File: src/rtl/uart_alu_host_pkg.sv
// Shared definitions for the UART ALU host: FSM state encoding, the ALU
// opcode constants used by both the host and the board-side interface, and
// a helper that sizes the result-wait counter.
package uart_alu_host_pkg;

  typedef enum logic [3:0] {
    IDLE     = 4'd0,
    SEND_A   = 4'd1,
    WAIT_A   = 4'd2,
    SEND_B   = 4'd3,
    WAIT_B   = 4'd4,
    SEND_OP  = 4'd5,
    WAIT_OP  = 4'd6,
    WAIT_RES = 4'd7,
    DONE     = 4'd8
  } state_t;

  localparam logic [5:0] OP_ADD = 6'b100000;
  localparam logic [5:0] OP_SUB = 6'b100010;
  localparam logic [5:0] OP_AND = 6'b100100;
  localparam logic [5:0] OP_OR  = 6'b100101;
  localparam logic [5:0] OP_XOR = 6'b100110;
  localparam logic [5:0] OP_SRA = 6'b000011;
  localparam logic [5:0] OP_SRL = 6'b000010;
  localparam logic [5:0] OP_NOR = 6'b100111;

  // Counter width able to hold TIMEOUT_CYCLES-1; never narrower than one bit
  // so a degenerate timeout of 1 still yields a legal vector.
  function automatic int count_width(input int cycles);
    if (cycles <= 1) begin
      return 1;
    end
    return $clog2(cycles);
  endfunction

endpackage

File: src/rtl/uart_alu_host_timeout.sv
// Result-wait cycle counter. Held at zero while clear is high, counts up
// while enabled, and flags expiry on the cycle it holds TIMEOUT_CYCLES-1.
module timeout_counter
  import uart_alu_host_pkg::*;
#(
  parameter int TIMEOUT_CYCLES = 2_000_000
) (
  input  logic clk,
  input  logic rst_n,
  input  logic clear,
  input  logic enable,
  output logic expired
);

  localparam int W = count_width(TIMEOUT_CYCLES);
  localparam logic [W-1:0] LIMIT = W'(TIMEOUT_CYCLES - 1);

  logic [W-1:0] count;

  // Count up while enabled, saturating at the limit so it can never wrap.
  always_ff @(posedge clk or negedge rst_n) begin
    if (!rst_n) begin
      count <= '0;
    end else if (clear) begin
      count <= '0;
    end else if (enable && (count != LIMIT)) begin
      count <= count + W'(1);
    end
  end

  assign expired = enable && (count == LIMIT);

endmodule

File: src/rtl/uart_alu_host.sv
// Host-side initiator of the UART ALU protocol. On a start request it sends
// operand A, operand B and the zero-extended opcode, each handshaked by the
// transmitter's done pulse, then waits for one result byte or a timeout.
module uart_alu_host
  import uart_alu_host_pkg::*;
#(
  parameter int N_BITS         = 8,
  parameter int OP_BITS        = 6,
  parameter int TIMEOUT_CYCLES = 2_000_000
) (
  input  logic               i_clk,
  input  logic               i_reset,
  input  logic               i_start,
  input  logic [N_BITS-1:0]  i_dato_A,
  input  logic [N_BITS-1:0]  i_dato_B,
  input  logic [OP_BITS-1:0] i_op,
  input  logic               i_tx_done,
  input  logic               i_rx_done,
  input  logic [N_BITS-1:0]  i_rx_data,
  output logic               o_tx_start,
  output logic [N_BITS-1:0]  o_tx_data,
  output logic               o_busy,
  output logic               o_done,
  output logic               o_err,
  output logic [N_BITS-1:0]  o_result
);

  state_t state;
  state_t next_state;

  // Operand A needs no separate capture register: it is loaded straight into
  // o_tx_data on the start edge so the first byte goes out one cycle later.
  logic [N_BITS-1:0]  b_reg;
  logic [OP_BITS-1:0] op_reg;
  logic               capture;

  logic               tx_start_next;
  logic [N_BITS-1:0]  tx_data_next;
  logic [N_BITS-1:0]  result_next;
  logic               err_next;
  logic               done_next;
  logic               busy_next;

  logic               cnt_clear;
  logic               cnt_enable;
  logic               cnt_expired;

  assign capture    = (state == IDLE) && i_start;
  assign cnt_enable = (state == WAIT_RES);
  assign cnt_clear  = !cnt_enable;

  timeout_counter #(
    .TIMEOUT_CYCLES(TIMEOUT_CYCLES)
  ) u_timeout (
    .clk     (i_clk),
    .rst_n   (i_reset),
    .clear   (cnt_clear),
    .enable  (cnt_enable),
    .expired (cnt_expired)
  );

  // State register.
  always_ff @(posedge i_clk or negedge i_reset) begin
    if (!i_reset) begin
      state <= IDLE;
    end else begin
      state <= next_state;
    end
  end

  // Latch operand B and the opcode only when a request is accepted in IDLE.
  always_ff @(posedge i_clk or negedge i_reset) begin
    if (!i_reset) begin
      b_reg  <= '0;
      op_reg <= '0;
    end else if (capture) begin
      b_reg  <= i_dato_B;
      op_reg <= i_op;
    end
  end

  // Next-state and next-output decode; every output is registered below
  // from these values so nothing combinational leaves the block.
  always_comb begin
    next_state   = state;
    tx_data_next = o_tx_data;
    result_next  = o_result;
    err_next     = o_err;
    case (state)
      IDLE: begin
        if (i_start) begin
          next_state   = SEND_A;
          tx_data_next = i_dato_A;
        end
      end
      SEND_A:  next_state = WAIT_A;
      WAIT_A: begin
        if (i_tx_done) begin
          next_state   = SEND_B;
          tx_data_next = b_reg;
        end
      end
      SEND_B:  next_state = WAIT_B;
      WAIT_B: begin
        if (i_tx_done) begin
          next_state   = SEND_OP;
          tx_data_next = N_BITS'(op_reg);
        end
      end
      SEND_OP: next_state = WAIT_OP;
      WAIT_OP: begin
        if (i_tx_done) begin
          next_state = WAIT_RES;
        end
      end
      WAIT_RES: begin
        if (i_rx_done) begin
          next_state  = DONE;
          result_next = i_rx_data;
          err_next    = 1'b0;
        end else if (cnt_expired) begin
          next_state  = DONE;
          result_next = '0;
          err_next    = 1'b1;
        end
      end
      DONE:    next_state = IDLE;
      default: next_state = IDLE;
    endcase
    tx_start_next = (next_state == SEND_A) || (next_state == SEND_B) ||
                    (next_state == SEND_OP);
    done_next     = (next_state == DONE);
    busy_next     = (next_state != IDLE);
  end

  // Output registers, loaded from the decoded next values.
  always_ff @(posedge i_clk or negedge i_reset) begin
    if (!i_reset) begin
      o_tx_start <= 1'b0;
      o_tx_data  <= '0;
      o_busy     <= 1'b0;
      o_done     <= 1'b0;
      o_err      <= 1'b0;
      o_result   <= '0;
    end else begin
      o_tx_start <= tx_start_next;
      o_tx_data  <= tx_data_next;
      o_busy     <= busy_next;
      o_done     <= done_next;
      o_err      <= err_next;
      o_result   <= result_next;
    end
  end

endmodule

File: config.mk
export PLATFORM = sky130hd
export DESIGN_NAME = uart_alu_host
export DESIGN_NICKNAME = d
export VERILOG_FILES = /design/src/rtl/uart_alu_host_pkg.sv /design/src/rtl/uart_alu_host_timeout.sv /design/src/rtl/uart_alu_host.sv
export SDC_FILE = /design/constraint.sdc
export NUM_CORES = 1
export LEC_CHECK = 0
export ABC_AREA = 1
export CORE_UTILIZATION = 48
export CTS_BUF_LIST = sky130_fd_sc_hd__clkbuf_8 sky130_fd_sc_hd__clkbuf_16
export DETAILED_ROUTE_END_ITERATION = 8
export PLACE_DENSITY = 0.81
export RECOVER_POWER = 50
export SLEW_MARGIN = 20
export SYNTH_ARGS = -nofsm -noshare
export SYNTH_HDL_FRONTEND = slang
export SYNTH_SLANG_ARGS = --single-unit
File: constraint.sdc
create_clock -name i_clk -period 2.5 [get_ports i_clk]
set_clock_uncertainty 0.1 [all_clocks]
set_input_delay 0.25 -clock i_clk [delete_from_list [all_inputs] [get_ports i_clk]]
set_output_delay 0.25 -clock i_clk [all_outputs]
set_load 0.03 [all_outputs]
======== Word-level counts from Yosys, hierarchy flattened ========
Index checks and enable logic that the tools add are counted.
storage, ports and cells
  word-level logic and storage cells ...... 56
  bits in registers ....................... 59
  output and inout port bits .............. 20
operators by class
  eq/ne operators ......................... 17
  multiplexer cells ....................... 17
  reductions and logical operators ........ 11
  add/subtract/negate cells ............... 1
operators with widths
  kind                                                 number
  two-way mux 21 bit                                   2
  two-way mux 8 bit                                    5
  one-hot mux 4 bit (8 select lines)                   1
  two-way mux 4 bit                                    6
  one-hot mux 8 bit (3 select lines)                   1
  adder 21 x 1 -> 21 bit, second input constant        1
  equality test 21 bit, second input constant          1
  != test 21 bit, second input constant                1
  equality test 4 x 3 -> 1 bit, second input constant  5
  equality test 4 x 2 -> 1 bit, second input constant  3
  equality test 4 x 1 -> 1 bit, second input constant  2
  != test 2 bit, second input constant                 4
  equality test 4 bit, second input constant           1
  zero test 4 bit                                      1
  AND reduction 4 bit                                  1
  nonzero test 4 bit                                   1
  logical AND 1 bit                                    3
  nonzero test 3 bit                                   1
  logical OR 1 bit                                     2
  two-way mux 1 bit                                    2
  AND reduction 2 bit                                  1
  nonzero test 2 bit                                   1

======== Longest topological paths before layout ========
  depth in word-level cells ............... 8
  depth in mapped cells ................... 12
  depth with buffers taken out ............ 11

======== Hierarchy ========
From an unflattened synthesis, not the netlist that was laid out.
unflattened totals
  cells, all modules ...................... 450
  area total of the unflattened synthesis .. 3,295.7 µm²
modules (own cells, without submodules)
  module           area each (µm²)  cells an instance  instances
  uart_alu_host    1,845.5          222                1
  timeout_counter  1,450.1          228                1

======== Worst setup path after synthesis ========
No wires, ideal clock.
  path kind ............................... flip-flop to flip-flop
  start ................................... reg u_timeout.count[0]
  end ..................................... reg u_timeout.count[20]
  data required time ...................... 2.274 ns
  library setup time ...................... 0.126 ns
  stages on the path, launching flop included .. 9
  path slack .............................. 0.994 ns
  data arrival time ....................... 1.280 ns
  path through ............................ dfrtp_1 > ha_1 > nand3_2 > nor2_1 > nand2_2 > nor2_4 > nand2_2 > o21ai_0 > a21oi_1
between the ends
  cells in the longest elaborated chain, start to end .. 3
  elaborated cells on any way between the ends .. 6
  those cells by class .................... 1 x add/sub; 2 x eq/ne; 2 x mux; 1 x reduce/logical
ends and longest elaborated chain
  what                                                      RTL line                                                  RTL
  start, declared                                           uart_alu_host_timeout.sv:18                               logic [W-1:0] count;
  start signal, assigned                                    uart_alu_host_timeout.sv:27                               count <= count + W'(1);
  adder 21 x 1 -> 21 bit or != test 21 bit (tied branches)  uart_alu_host_timeout.sv:27, uart_alu_host_timeout.sv:26
  two-way mux 21 bit or logical AND 1 bit (tied branches)   uart_alu_host_timeout.sv:26                               end else if (enable && (count != LIMIT)) begin
  two-way mux 21 bit or != test 2 bit (tied branches)       --
Parallel ways exist; a longest one is shown, timed or not. The select of a mux whose other input is x is not followed.
A chain may end at the register's enable or synchronous reset.

======== Worst setup path in the final report ========
  start ................................... reg state[0]
  end ..................................... reg b_reg[2]
between the ends
  cells in the longest elaborated chain, start to end .. 2
ends and longest elaborated chain
  what                    RTL line             RTL
  start, declared         uart_alu_host.sv:28  state_t state;
  start signal, assigned  uart_alu_host.sv:67  state <= next_state;
  zero test 4 bit         uart_alu_host.sv:48  assign capture = (state == IDLE) && i_start;
  logical AND 1 bit       uart_alu_host.sv:48
  end signal, assigned    uart_alu_host.sv:77  b_reg <= i_dato_B;
  end, declared           uart_alu_host.sv:33  logic [N_BITS-1:0] b_reg;
Every way passes these cells.

==> flow_metrics.py <==
metrics = {
    "sta": {
        "max_freq_mhz": 513.1,
        "slew_headroom_pct": -4.922,
        "setup_viol": 0,
        "finalHoldViolCount": 0,
        "grt_setup_unrepaired": "false",
        "maxSlewViolCount": 28,
        "min_period_over_period_pct": 77.96,
        "worst_pin_slew_ns": 1.574,
        "setup_tns_ns": 0,
        "min_period_ns": 1.949,
    },
    "finish": {
        "syn_to_final_growth_pct": 28.12,
        "diodes": 0,
        "final_nets": 447,
        "stdcell_count": 491,
        "layout-drive-gt1-share_pct": 12.74,
        "largest_register_ffs": 21,
        "fillers": 512,
        "postLayoutCellArea_mm2": 0.003751,
        "regMostFlops": "u_timeout.count",
    },
    "detailed_routing": {
        "drt_iter0_markers": 137,
        "drc": 1,
        "viasPerCell": 5.173,
        "drt-pass1-iter-count": 6,
        "ant_nets": 0,
        "post_drt_wl_per_cell_um": 13.32,
        "routed_wirelength_um": 6540,
        "num_vias": 2540,
    },
    "worst_hold_path": {
        "hp-start": "i_rx_data[5]",
        "hold_end": "o_result[5]",
        "hold_path_depth": 3,
        "hold_class": "in2reg",
    },
    "yosys": {
        "synth_seq_cells": 59,
        "yosysMostFrequentCell": "nand2_1",
        "synth_edf_count": 0,
        "yosysSeqAreaShare_pct": 50.43,
        "synth_top_cell_area_share_pct": 50.43,
        "yosysWarnings": 0,
        "syn_nets": 384,
        "synth_common_cells": "nand2_1, dfrtp_1, inv_1, nor2_1, a21oi_1",
        "synth_area_leaders": "dfrtp_1, nand2_1, inv_1",
        "async_flop_share_pct": 100.0,
        "syn_area_per_cell_um2": 8.413,
        "synth_flop_cell": "dfrtp_1",
        "synth.distinct_cells": 32,
        "synth_area_leader_cell": "dfrtp_1",
        "synth_cells": 348,
        "syn-cell-area_mm2": 0.002928,
    },
    "global_routing": {
        "groute.layer.met3.usage_pct": 5.909,
        "grt_usage_pct": 23.36,
        "grt_max_degree": 33,
        "grt_pass1_vias": 2511,
        "grt_busiest_layer": "met2",
        "grt-ovfl-total": 0,
        "met2_usage_pct": 37.69,
        "antenna_found_initial": 0,
        "grt_pass1_wl_um": 11120,
        "gr-usage-met1_pct": 28.54,
    },
    "setup_path": {
        "slowest_delay_ns": 0.65,
        "end_kind": "flop",
        "r2r_end": "b_reg[2]",
        "critPathKind": "reg2reg",
        "critPathArrivalTime_ns": 2.07,
        "crit_fanout": 20,
        "rr_worst_depth": 4,
        "worstPathCellList": "nor2_1, nand3_1, clkbuf_1, mux2_2",
        "rrSetupSlack_ns": 0.55,
        "start_kind": "flop",
        "worstPathRequired_ns": 2.62,
        "worstReg2RegStart": "state[0]",
        "slowest_stage": "clkbuf_1",
        "critPathTopFamily": "buffers and inverters",
        "worst-path-stages": 4,
        "crit_buf_inv": 1,
    },
    "pwr": {
        "seqPwrFrac_pct": 36.5,
        "ir_drop_mv": 0.6031,
        "swShare_pct": 37.68,
        "comb_power_share_pct": 39.8,
        "pwr-share-clk_pct": 23.8,
        "leakage_nw": 1.713,
        "p_sw_mw": 1.458,
        "internal_power_mw": 2.411,
        "power_density_mw_per_mm2": 1031,
    },
    "place": {
        "hpwl_um": 4744,
        "portBuffers": 54,
        "gp_congestion": 0.9696,
        "place_area_mm2": 0.003546,
        "dp_cells": 474,
    },
    "clocking": {
        "cts-root-buf": "clkbuf_8",
        "cts_buffer_depth": 2,
        "htreeDepth": 3,
        "cts_sinks": 59,
        "clkTransAtPathRegs_ns": 0.07,
        "cts-resized-gates": 0,
        "cts_inserted_buffers": 9,
        "clk_latency_ns": 0.34,
        "postCtsSetupBuffers": 0,
        "cts_tree": "built",
    },
    "floorplan": {
        "die_width_um": 80.10,
        "start_util_pct": 49.74,
        "die-height_um": 80.10,
        "io_pins": 55,
        "core_area_mm2": 0.005886,
        "die_area_mm2": 0.006416,
        "row_count": 28,
    },
    "run": {
        "drv_cap": 1,
    },
    "outcome": {
        "violations": "design-rule violations, max-capacitance violations, max-slew violations",
        "status": "finished, violations left",
    },
}
==> cell families after synthesis <==
logic type / synth area share (%)
adder cells (fa/ha/maj): 0.4273
multiplexers: 3.077
AO/OA/AOI/OAI: 9.658
flip-flops: 50.43
AND/OR/NAND/NOR: 27.44
buffers and inverters: 8.076
XOR/XNOR: 0.8976
==> worst max-delay path by stage <==
stage | startpoint | end | slack (ns)
floorplan | u_timeout.count[0] | u_timeout.count[20] | 0.99
global placement | u_timeout.count[0] | o_result[5] | 0.83
detailed placement | u_timeout.count[0] | o_result[6] | 0.78
CTS | o_tx_data[4] | o_tx_data[4] | 0.74
global route | i_reset | o_tx_start | 0.29
finish | state[0] | b_reg[2] | 0.55
==> layout make-up <==
cell class | instances | area (um2) | share of cell area (%)
Timing Repair Buffer | 58 | 575.6 | 15.34
Clock buffer | 12 | 165.2 | 4.403
Sequential cell | 59 | 1476 | 39.36
Inverter | 50 | 190.2 | 5.070
Clock inverter | 4 | 47.55 | 1.268
Multi-Input combinational cell | 233 | 1202 | 32.05
Tap cell | 75 | 93.84 | 2.502
==> worst reg2reg max path, delay by kind of cell, from the launching register on <==
| family | cells | cell delay, ns |
|---|---|---|
| buf+inv | 1 | 0.65 |
| flops | 1 | 0.45 |
| mux | 1 | 0.42 |
| simple gates | 2 | 0.22 |
==> cells in the final DEF, fill, tap and decap left out <==
master,instances
nand2_1,66
clkinv_2,2
nor2_1,42
a2bb2oi_1,1
dfrtp_1,59
buf_4,1
nor3_4,1
nand3_1,27
clkinvlp_4,1
nand2_2,9
nor4b_1,1
a21oi_2,2
o22ai_1,1
clkdlybuf4s50_1,53
nor2_2,4
nand4_2,1
nor4_1,2
o21ai_0,15
nor3_2,1
inv_4,1
ha_1,1
nand4_1,8
xor2_1,3
mux2_2,8
o2111ai_1,1
nand3_2,1
nor2_4,3
bufinv_16,1
nor3_1,3
dlygate4sd3_1,1
inv_1,45
a21oi_1,27
a31oi_1,5
clkbuf_1,2
inv_2,4
clkbuf_8,12
buf_12,1
==> power groups by stage <==
| stage | sequential (mW) | combinational (mW) | clock [mW] |
|---|---|---|---|
| global route | 1.44 | 1.70 | 0.977 |
| global placement | 1.42 | 1.50 | 0 |
| floorplan | 1.70 | 0.733 | 0 |
| finish | 1.41 | 1.54 | 0.919 |
| CTS | 1.41 | 1.56 | 0.934 |
| detailed placement | 1.43 | 1.54 | 0 |
==> through the flow <==
step                      setup WS [ns]  hold WS [ns]  total power, mW  util, %
after floorplan                  0.9939       -0.1456            2.430        -
after global placement           0.8337        0.2153            2.925    60.25
after detailed placement         0.7830        0.2181            2.973    60.25
after CTS                        0.7401        0.3442            3.906    64.03
after global routing             0.2891        0.3627            4.117    63.73
final                            0.5511        0.3518            3.869    63.73
==> what timing repair did <==
action                                 in CTS  in global routing
hold buffers                                1                  0
endpoints found under the hold margin      27                  0
setup endpoints to repair                   0                  0
==> routing by layer <==
layer  share of wire (%)  vias up  wire length (um)
li1                    -     1261                 -
met1                  44     1191              2873
met2                  50       73              3291
met3                 4.0       15               261
met4                 1.7        0               113
met5                   0        -                 0
No activity file was read; power rests on OpenSTA's default activity.
